===== src/rtl/templatized_alu_pkg.sv =====
// Shared types and constants for the ALU dispatch stage and its neighbours.
// Covers the unit indices, dispatch FSM states and response status codes.
package templatized_alu_pkg;

    localparam int NUM_UNITS  = 3;
    localparam int UNIT_ADD   = 2;
    localparam int UNIT_LOGIC = 1;
    localparam int UNIT_SHIFT = 0;

    typedef enum logic [2:0] {
        IDLE,
        DECODE,
        ISSUE,
        WAIT,
        RESP
    } dispatch_state_e;

    typedef enum logic [1:0] {
        ST_OK      = 2'b00,
        ST_ILLEGAL = 2'b01,
        ST_TIMEOUT = 2'b10
    } status_e;

    // True when exactly one unit is enabled.
    function automatic logic is_onehot(input logic [NUM_UNITS-1:0] v);
        return (v != '0) && ((v & (v - 1'b1)) == '0);
    endfunction

endpackage


===== src/rtl/templatized_alu_dispatch_timer.sv =====
// Saturating cycle counter used to bound how long a functional unit may run.
// The expired flag is high while the count equals TIMEOUT_CYCLES.
module templatized_alu_dispatch_timer #(
    parameter int TIMEOUT_CYCLES = 16
) (
    input  logic clk,
    input  logic rst_n,
    input  logic clr,
    input  logic en,
    output logic expired
);

    localparam int TW = $clog2(TIMEOUT_CYCLES + 1);
    localparam logic [TW-1:0] MAX_COUNT = TW'(TIMEOUT_CYCLES);

    logic [TW-1:0] count;

    always_ff @(posedge clk or negedge rst_n) begin
        if (!rst_n) begin
            count <= '0;
        end else if (clr) begin
            count <= '0;
        end else if (en && (count != MAX_COUNT)) begin
            count <= count + 1'b1;
        end
    end

    assign expired = (count == MAX_COUNT);

endmodule


===== src/rtl/templatized_alu_dispatch.sv =====
// Issue stage in front of the ALU functional units: accepts one request, launches
// the unit chosen by the control block, waits for it (bounded) and returns a response.
module templatized_alu_dispatch
    import templatized_alu_pkg::*;
#(
    parameter int WIDTH          = 32,
    parameter int TIMEOUT_CYCLES = 16
) (
    input  logic                       clk,
    input  logic                       rst_n,
    input  logic                       in_valid,
    output logic                       in_ready,
    input  logic [2:0]                 in_op_code,
    input  logic [WIDTH-1:0]           in_a,
    input  logic [WIDTH-1:0]           in_b,
    output logic [2:0]                 ctrl_op_code,
    input  logic [NUM_UNITS-1:0]       ctrl_en,
    output logic [NUM_UNITS-1:0]       unit_start,
    output logic [2:0]                 unit_op_code,
    output logic [WIDTH-1:0]           unit_a,
    output logic [WIDTH-1:0]           unit_b,
    input  logic [NUM_UNITS-1:0]       unit_done,
    input  logic [NUM_UNITS*WIDTH-1:0] unit_result,
    output logic                       out_valid,
    input  logic                       out_ready,
    output logic [WIDTH-1:0]           out_result,
    output logic [1:0]                 out_status
);

    dispatch_state_e        state, state_nxt;
    logic [2:0]             op_r;
    logic [WIDTH-1:0]       a_r, b_r;
    logic [NUM_UNITS-1:0]   sel_r;
    logic [WIDTH-1:0]       sel_result;
    logic                   done_sel;
    logic                   en_legal;
    logic                   timer_clr, timer_en, timer_expired;

    templatized_alu_dispatch_timer #(
        .TIMEOUT_CYCLES(TIMEOUT_CYCLES)
    ) u_timer (
        .clk     (clk),
        .rst_n   (rst_n),
        .clr     (timer_clr),
        .en      (timer_en),
        .expired (timer_expired)
    );

    assign en_legal = is_onehot(ctrl_en);
    assign done_sel = |(unit_done & sel_r);

    // sel_r is one-hot, so OR-ing the masked slices yields the selected result.
    always_comb begin
        sel_result = '0;
        for (int i = 0; i < NUM_UNITS; i++) begin
            if (sel_r[i]) begin
                sel_result = sel_result | unit_result[i*WIDTH +: WIDTH];
            end
        end
    end

    always_ff @(posedge clk or negedge rst_n) begin
        if (!rst_n) begin
            state <= IDLE;
        end else begin
            state <= state_nxt;
        end
    end

    // Timer is zero in DECODE and steps to 1 on entry to ISSUE, so it counts
    // cycles spent waiting with ISSUE as cycle 1. Done is checked before expiry.
    always_comb begin
        state_nxt = state;
        timer_clr = 1'b0;
        timer_en  = 1'b0;
        case (state)
            IDLE: begin
                timer_clr = 1'b1;
                if (in_valid) begin
                    state_nxt = DECODE;
                end
            end
            DECODE: begin
                if (en_legal) begin
                    state_nxt = ISSUE;
                    timer_en  = 1'b1;
                end else begin
                    state_nxt = RESP;
                end
            end
            ISSUE, WAIT: begin
                if (done_sel || timer_expired) begin
                    state_nxt = RESP;
                end else begin
                    state_nxt = WAIT;
                    timer_en  = 1'b1;
                end
            end
            RESP: begin
                if (out_ready) begin
                    state_nxt = IDLE;
                end
            end
            default: state_nxt = IDLE;
        endcase
    end

    always_ff @(posedge clk or negedge rst_n) begin
        if (!rst_n) begin
            op_r       <= '0;
            a_r        <= '0;
            b_r        <= '0;
            sel_r      <= '0;
            out_result <= '0;
            out_status <= ST_OK;
        end else begin
            case (state)
                IDLE: begin
                    if (in_valid) begin
                        op_r <= in_op_code;
                        a_r  <= in_a;
                        b_r  <= in_b;
                    end
                end
                DECODE: begin
                    if (en_legal) begin
                        sel_r <= ctrl_en;
                    end else begin
                        out_result <= '0;
                        out_status <= ST_ILLEGAL;
                    end
                end
                ISSUE, WAIT: begin
                    if (done_sel) begin
                        out_result <= sel_result;
                        out_status <= ST_OK;
                    end else if (timer_expired) begin
                        out_result <= '0;
                        out_status <= ST_TIMEOUT;
                    end
                end
                default: ;
            endcase
        end
    end

    assign in_ready     = (state == IDLE);
    assign out_valid    = (state == RESP);
    assign unit_start   = (state == ISSUE) ? sel_r : '0;
    assign ctrl_op_code = op_r;
    assign unit_op_code = op_r;
    assign unit_a       = a_r;
    assign unit_b       = b_r;

endmodule


===== config.mk =====
export PLATFORM = sky130hd
export DESIGN_NAME = templatized_alu_dispatch
export DESIGN_NICKNAME = d
export VERILOG_FILES = /design/src/rtl/templatized_alu_pkg.sv /design/src/rtl/templatized_alu_dispatch_timer.sv /design/src/rtl/templatized_alu_dispatch.sv
export SDC_FILE = /design/constraint.sdc
export NUM_CORES = 1
export LEC_CHECK = 0
export ABC_AREA = 1
export BUFFER_PORTS_ARGS = -buffer_cell sky130_fd_sc_hd__buf_2
export CAP_MARGIN = 20
export CORE_ASPECT_RATIO = 0.75
export CORE_MARGIN = 1
export CORE_UTILIZATION = 45
export CTS_BUF_LIST = sky130_fd_sc_hd__clkbuf_16
export DETAILED_ROUTE_END_ITERATION = 12
export PLACE_DENSITY = 0.87
export SLEW_MARGIN = 40
export SYNTH_ARGS = -nofsm -noshare
export SYNTH_HDL_FRONTEND = slang
export SYNTH_SLANG_ARGS = --single-unit

===== constraint.sdc =====
create_clock -name clk -period 1.59 [get_ports clk]
set_input_delay 0.318 -clock clk [delete_from_list [all_inputs] [get_ports clk]]
set_output_delay 0.318 -clock clk [all_outputs]
set_load 0.05 [all_outputs]

==> results.txt <==
The initial antenna violation count is 1. In this run the tightest slew margin relative to its limit is 0.747. The slew at the pin closest to its max-slew limit is 0.379 ns. The number of global-route vias before repair was 4528. Dividing the final minimum period by the clock period gives 0.992. The reported max-cap violation count came out at 0. The width of the chip came out at 128 um. Entering global routing, the biggest net connects 40 pins. The first routing iteration left 257 violations. The total wirelength of the detailed-routed design is 15300 um. The required time of the critical path came out at 1.27 ns. The share of post-route cells with drive strength above 1 is 0.515. The HPWL after detailed placement is 11700 um. The fmax is 634 MHz.

The synthesized instance count is 524. The die is 96.3 um tall. Routability-driven placement finished with a final weighted congestion of 0.812. The number of buffers on the longest clock path is 2.

Setup repair after global routing could not meet its margin everywhere. The residual antenna-violating net count after detailed routing came out at 0. The post-layout net count is 991. The post-synthesis cell type count is 26. The pre-antenna-repair detailed-routing pass consisted of 4 iterations. The later-pin clock latency in the skew report came out at 0.35 ns. The mean area per synthesized cell is 10.2 sq um. The worst setup path is of the reg2out kind.

In this run the tool buffered the top-level ports with 281 buffer cells. The worst path meets setup with 0.0126 ns of slack. The number of max-slew violations in the final report came out at 0. In the layout the commonest cells are 275 x sky130_fd_sc_hd__buf_2, 184 x sky130_fd_sc_hd__nand2_1, 112 x sky130_fd_sc_hd__dfrtp_1, 65 x sky130_fd_sc_hd__nand3_1, 37 x sky130_fd_sc_hd__mux2_2. The net count after synthesis is 699. After floorplanning, the core was sized to cover 11600 sq um.

The final instance count without filler cells is 984. For this run, the number of Yosys warnings is 0. The count of H-tree levels built during CTS is 3.

The number of register bits inferred by synthesis is 112. The end-of-flow core utilization came out at 0.643. The worst hold path depth came out at 2.

The total I/O pin count is 282. Counting the buffers created by CTS gives 9. Adding up every negative setup slack in the final design gives 0 ns. The power per cell area came out at 2520 nW/um^2. Leaving out fill and tap cells, the most frequent cell in the layout is sky130_fd_sc_hd__buf_2. The hold path startpoint is out_ready. The worst hold path belongs to the class in2reg. The number of cells on the worst reg-to-reg path came out at 6. The final routed wire length divided by cell count came out at 15.6 um. STA classifies the critical path startpoint as a register. The floorplan step defined a die boundary enclosing 12300 sq um. The total overflow reported by the global router came out at 0.

Of the synthesized area, sequential elements account for 0.526. The worst IR drop on VDD came out at 1.35 mV. Across the routed clock network, the largest skew measured is 0.00788 ns. STA classifies the critical path endpoint as a primary output. In this run the critical register-to-register path is launched from state[2]$_DFFE_PN0P_. TritonCTS built the clock tree. The number of failing setup endpoints in the final timing report came out at 0.

The first-pass GRT wire length came out at 23000 um. The initial cell density of the core came out at 0.461. The number of endpoints with negative hold slack in the final report is 0. The via-per-instance ratio is 4.95. The area growth from synthesis to final layout came out at 39.6%. The leakage component of the power came out at 0.00415 uW. At the placement stage, the worst setup path has a slack of 0.0446 ns. In the global route stage, overall resource usage came out at 0.249. The tree is rooted in a sky130_fd_sc_hd__clkbuf_16. STA puts the critical path data arrival time at 1.26 ns.

The number of clock sinks seen by CTS came out at 112. The endpoint identified for the worst register-to-register timing path is unit_b[18]$_DFFE_PN0P_. The flow ran to the end, and the final reports show no timing, DRC or antenna violations. The synthesized cell area came out at 5330 sq um.

Clock-pin slew was measured on the worst setup and hold paths at 0.07 ns. The number of placed instances, taps included, is 961. The remaining design rule violation count is 0. The via total after detailed routing came out at 4870. The count of standard-cell rows came out at 34. The worst path needs 1.58 ns of the cycle, external delays included. The biggest fanout along the worst timing path is 3.

The post-route worst hold slack came out at 0.188 ns. The reg-to-reg setup timing slack came out at 0.08 ns. For hold timing, the worst endpoint is state[2]$_DFFE_PN0P_.
[kinds of logic (layout without fill, tap and decap cells)]
kind of cell,count (synthesis),count (layout),share of synthesized area
and+or+nand+nor,283,283,0.245
DFF,112,112,0.526
muxes,67,67,0.163
buffers and inverters,51,348,0.0523
AOI/OAI and AO/OA,8,8,0.00845
adders and majority gates,2,2,0.00469
xor gates and xnor gates,1,1,0.00164
other,0,1,0
[what timing repair did]
item | 4_1_cts | 5_1_grt
resized for setup | 11 | 5
pin swaps | 1 | 3
setup buffers | 1 | 4
setup endpoints to repair | 5 | 34
hold endpoints to repair | 24 | 0
hold buffers | 1 | 0
[worst max-delay path by stage]
stage,startpoint,end,slack [ns],cells past startpoint
3_3_place_gp,u_timer.count[0]$_DFFE_PN0P_,out_result[2]$_DFFE_PN0P_,0.11,8
2_1_floorplan,state[2]$_DFFE_PN0P_,unit_a[0]$_DFFE_PN0P_,-0.09,7
3_5_place_dp,u_timer.count[0]$_DFFE_PN0P_,out_result[30]$_DFFE_PN0P_,0.04,8
6_report,state[2]$_DFFE_PN0P_,in_ready,0.01,4
5_1_grt,state[0]$_DFFE_PN0P_,out_valid,-0.06,4
4_1_cts,state[2]$_DFFE_PN0P_,in_ready,-0.006,4
[metrics by stage]
stage / cell area, sq um / total power [uW]
2_1_floorplan: 5340 / 13600
3_3_place_gp: 7060 / 16200
3_5_place_dp: 7060 / 16500
4_1_cts: 7390 / 18800
5_1_grt: 7440 / 19700
6_report: 7440 / 18800
[metal layers]
layer / track usage / up-vias / routed length (um)
met2: 0.440 / 244 / 7820
li1: - / 2301 / -
met1: 0.292 / 2296 / 5940
met3: 0.0661 / 29 / 1150
met4: 0.100 / 0 / 428
met5: 0 / - / 0
[report_power, final]
group | total (uW) | leakage, uW | switching, uW | internal (uW)
Clock | 2140 | 0.000144 | 1050 | 1090
Sequential | 5060 | 0.00140 | 818 | 4240
Combinational | 11600 | 0.00261 | 8090 | 3510
Total | 18800 | 0.00415 | 9960 | 8830
[sequential cells by signal, summed over array words and instances, names as in the netlist]
signal / cells
u_timer.count: 5
state: 3
ctrl_op_code: 3
unit_a: 32
unit_b: 32
out_result: 32
sel_r: 3
out_status: 2
[area by class of cell]
class,instances,area (sq um)
multi-input combinational,361,2290
inverter,19,71.3
tap,162,203
sequential,112,2800
fill,950,4130
clock buffer,9,225
antenna,1,2.50
timing repair buffer,313,1800
clock inverter,7,55.1
[worst max-delay path, cell delays in order (launching register included)]
cell and delay [ns]:
sky130_fd_sc_hd__dfrtp_1 0.41, sky130_fd_sc_hd__inv_2 0.11, sky130_fd_sc_hd__nand2_4 0.07, sky130_fd_sc_hd__nor2_4 0.14, sky130_fd_sc_hd__buf_6 0.18
[Yosys cell counts]
cell | number | share of area
sky130_fd_sc_hd__nand2_1 | 185 | 0.13
sky130_fd_sc_hd__dfrtp_1 | 112 | 0.53
sky130_fd_sc_hd__nand3_1 | 65 | 0.061
sky130_fd_sc_hd__mux2_2 | 37 | 0.078
sky130_fd_sc_hd__mux2_4 | 30 | 0.084
sky130_fd_sc_hd__inv_1 | 15 | 0.011
sky130_fd_sc_hd__clkbuf_1 | 12 | 0.0084
sky130_fd_sc_hd__nand3_2 | 10 | 0.019
sky130_fd_sc_hd__buf_6 | 8 | 0.017
sky130_fd_sc_hd__buf_2 | 7 | 0.0066
sky130_fd_sc_hd__nand4_1 | 7 | 0.0082
sky130_fd_sc_hd__buf_4 | 5 | 0.0070
sky130_fd_sc_hd__nor2_1 | 5 | 0.0035
sky130_fd_sc_hd__o21ai_0 | 5 | 0.0047
sky130_fd_sc_hd__inv_2 | 3 | 0.0021
sky130_fd_sc_hd__nand3_4 | 3 | 0.0099
sky130_fd_sc_hd__nor2_4 | 3 | 0.0063
sky130_fd_sc_hd__ha_1 | 2 | 0.0047
sky130_fd_sc_hd__nand2_2 | 2 | 0.0023
sky130_fd_sc_hd__nor2_2 | 2 | 0.0023
sky130_fd_sc_hd__a21oi_1 | 1 | 0.00094
sky130_fd_sc_hd__clkinv_1 | 1 | 0.00070
sky130_fd_sc_hd__nand2_4 | 1 | 0.0021
sky130_fd_sc_hd__o211ai_1 | 1 | 0.0014
sky130_fd_sc_hd__o21bai_1 | 1 | 0.0014
sky130_fd_sc_hd__xor2_1 | 1 | 0.0016
Note: power is estimated with default switching activity, not from simulation.
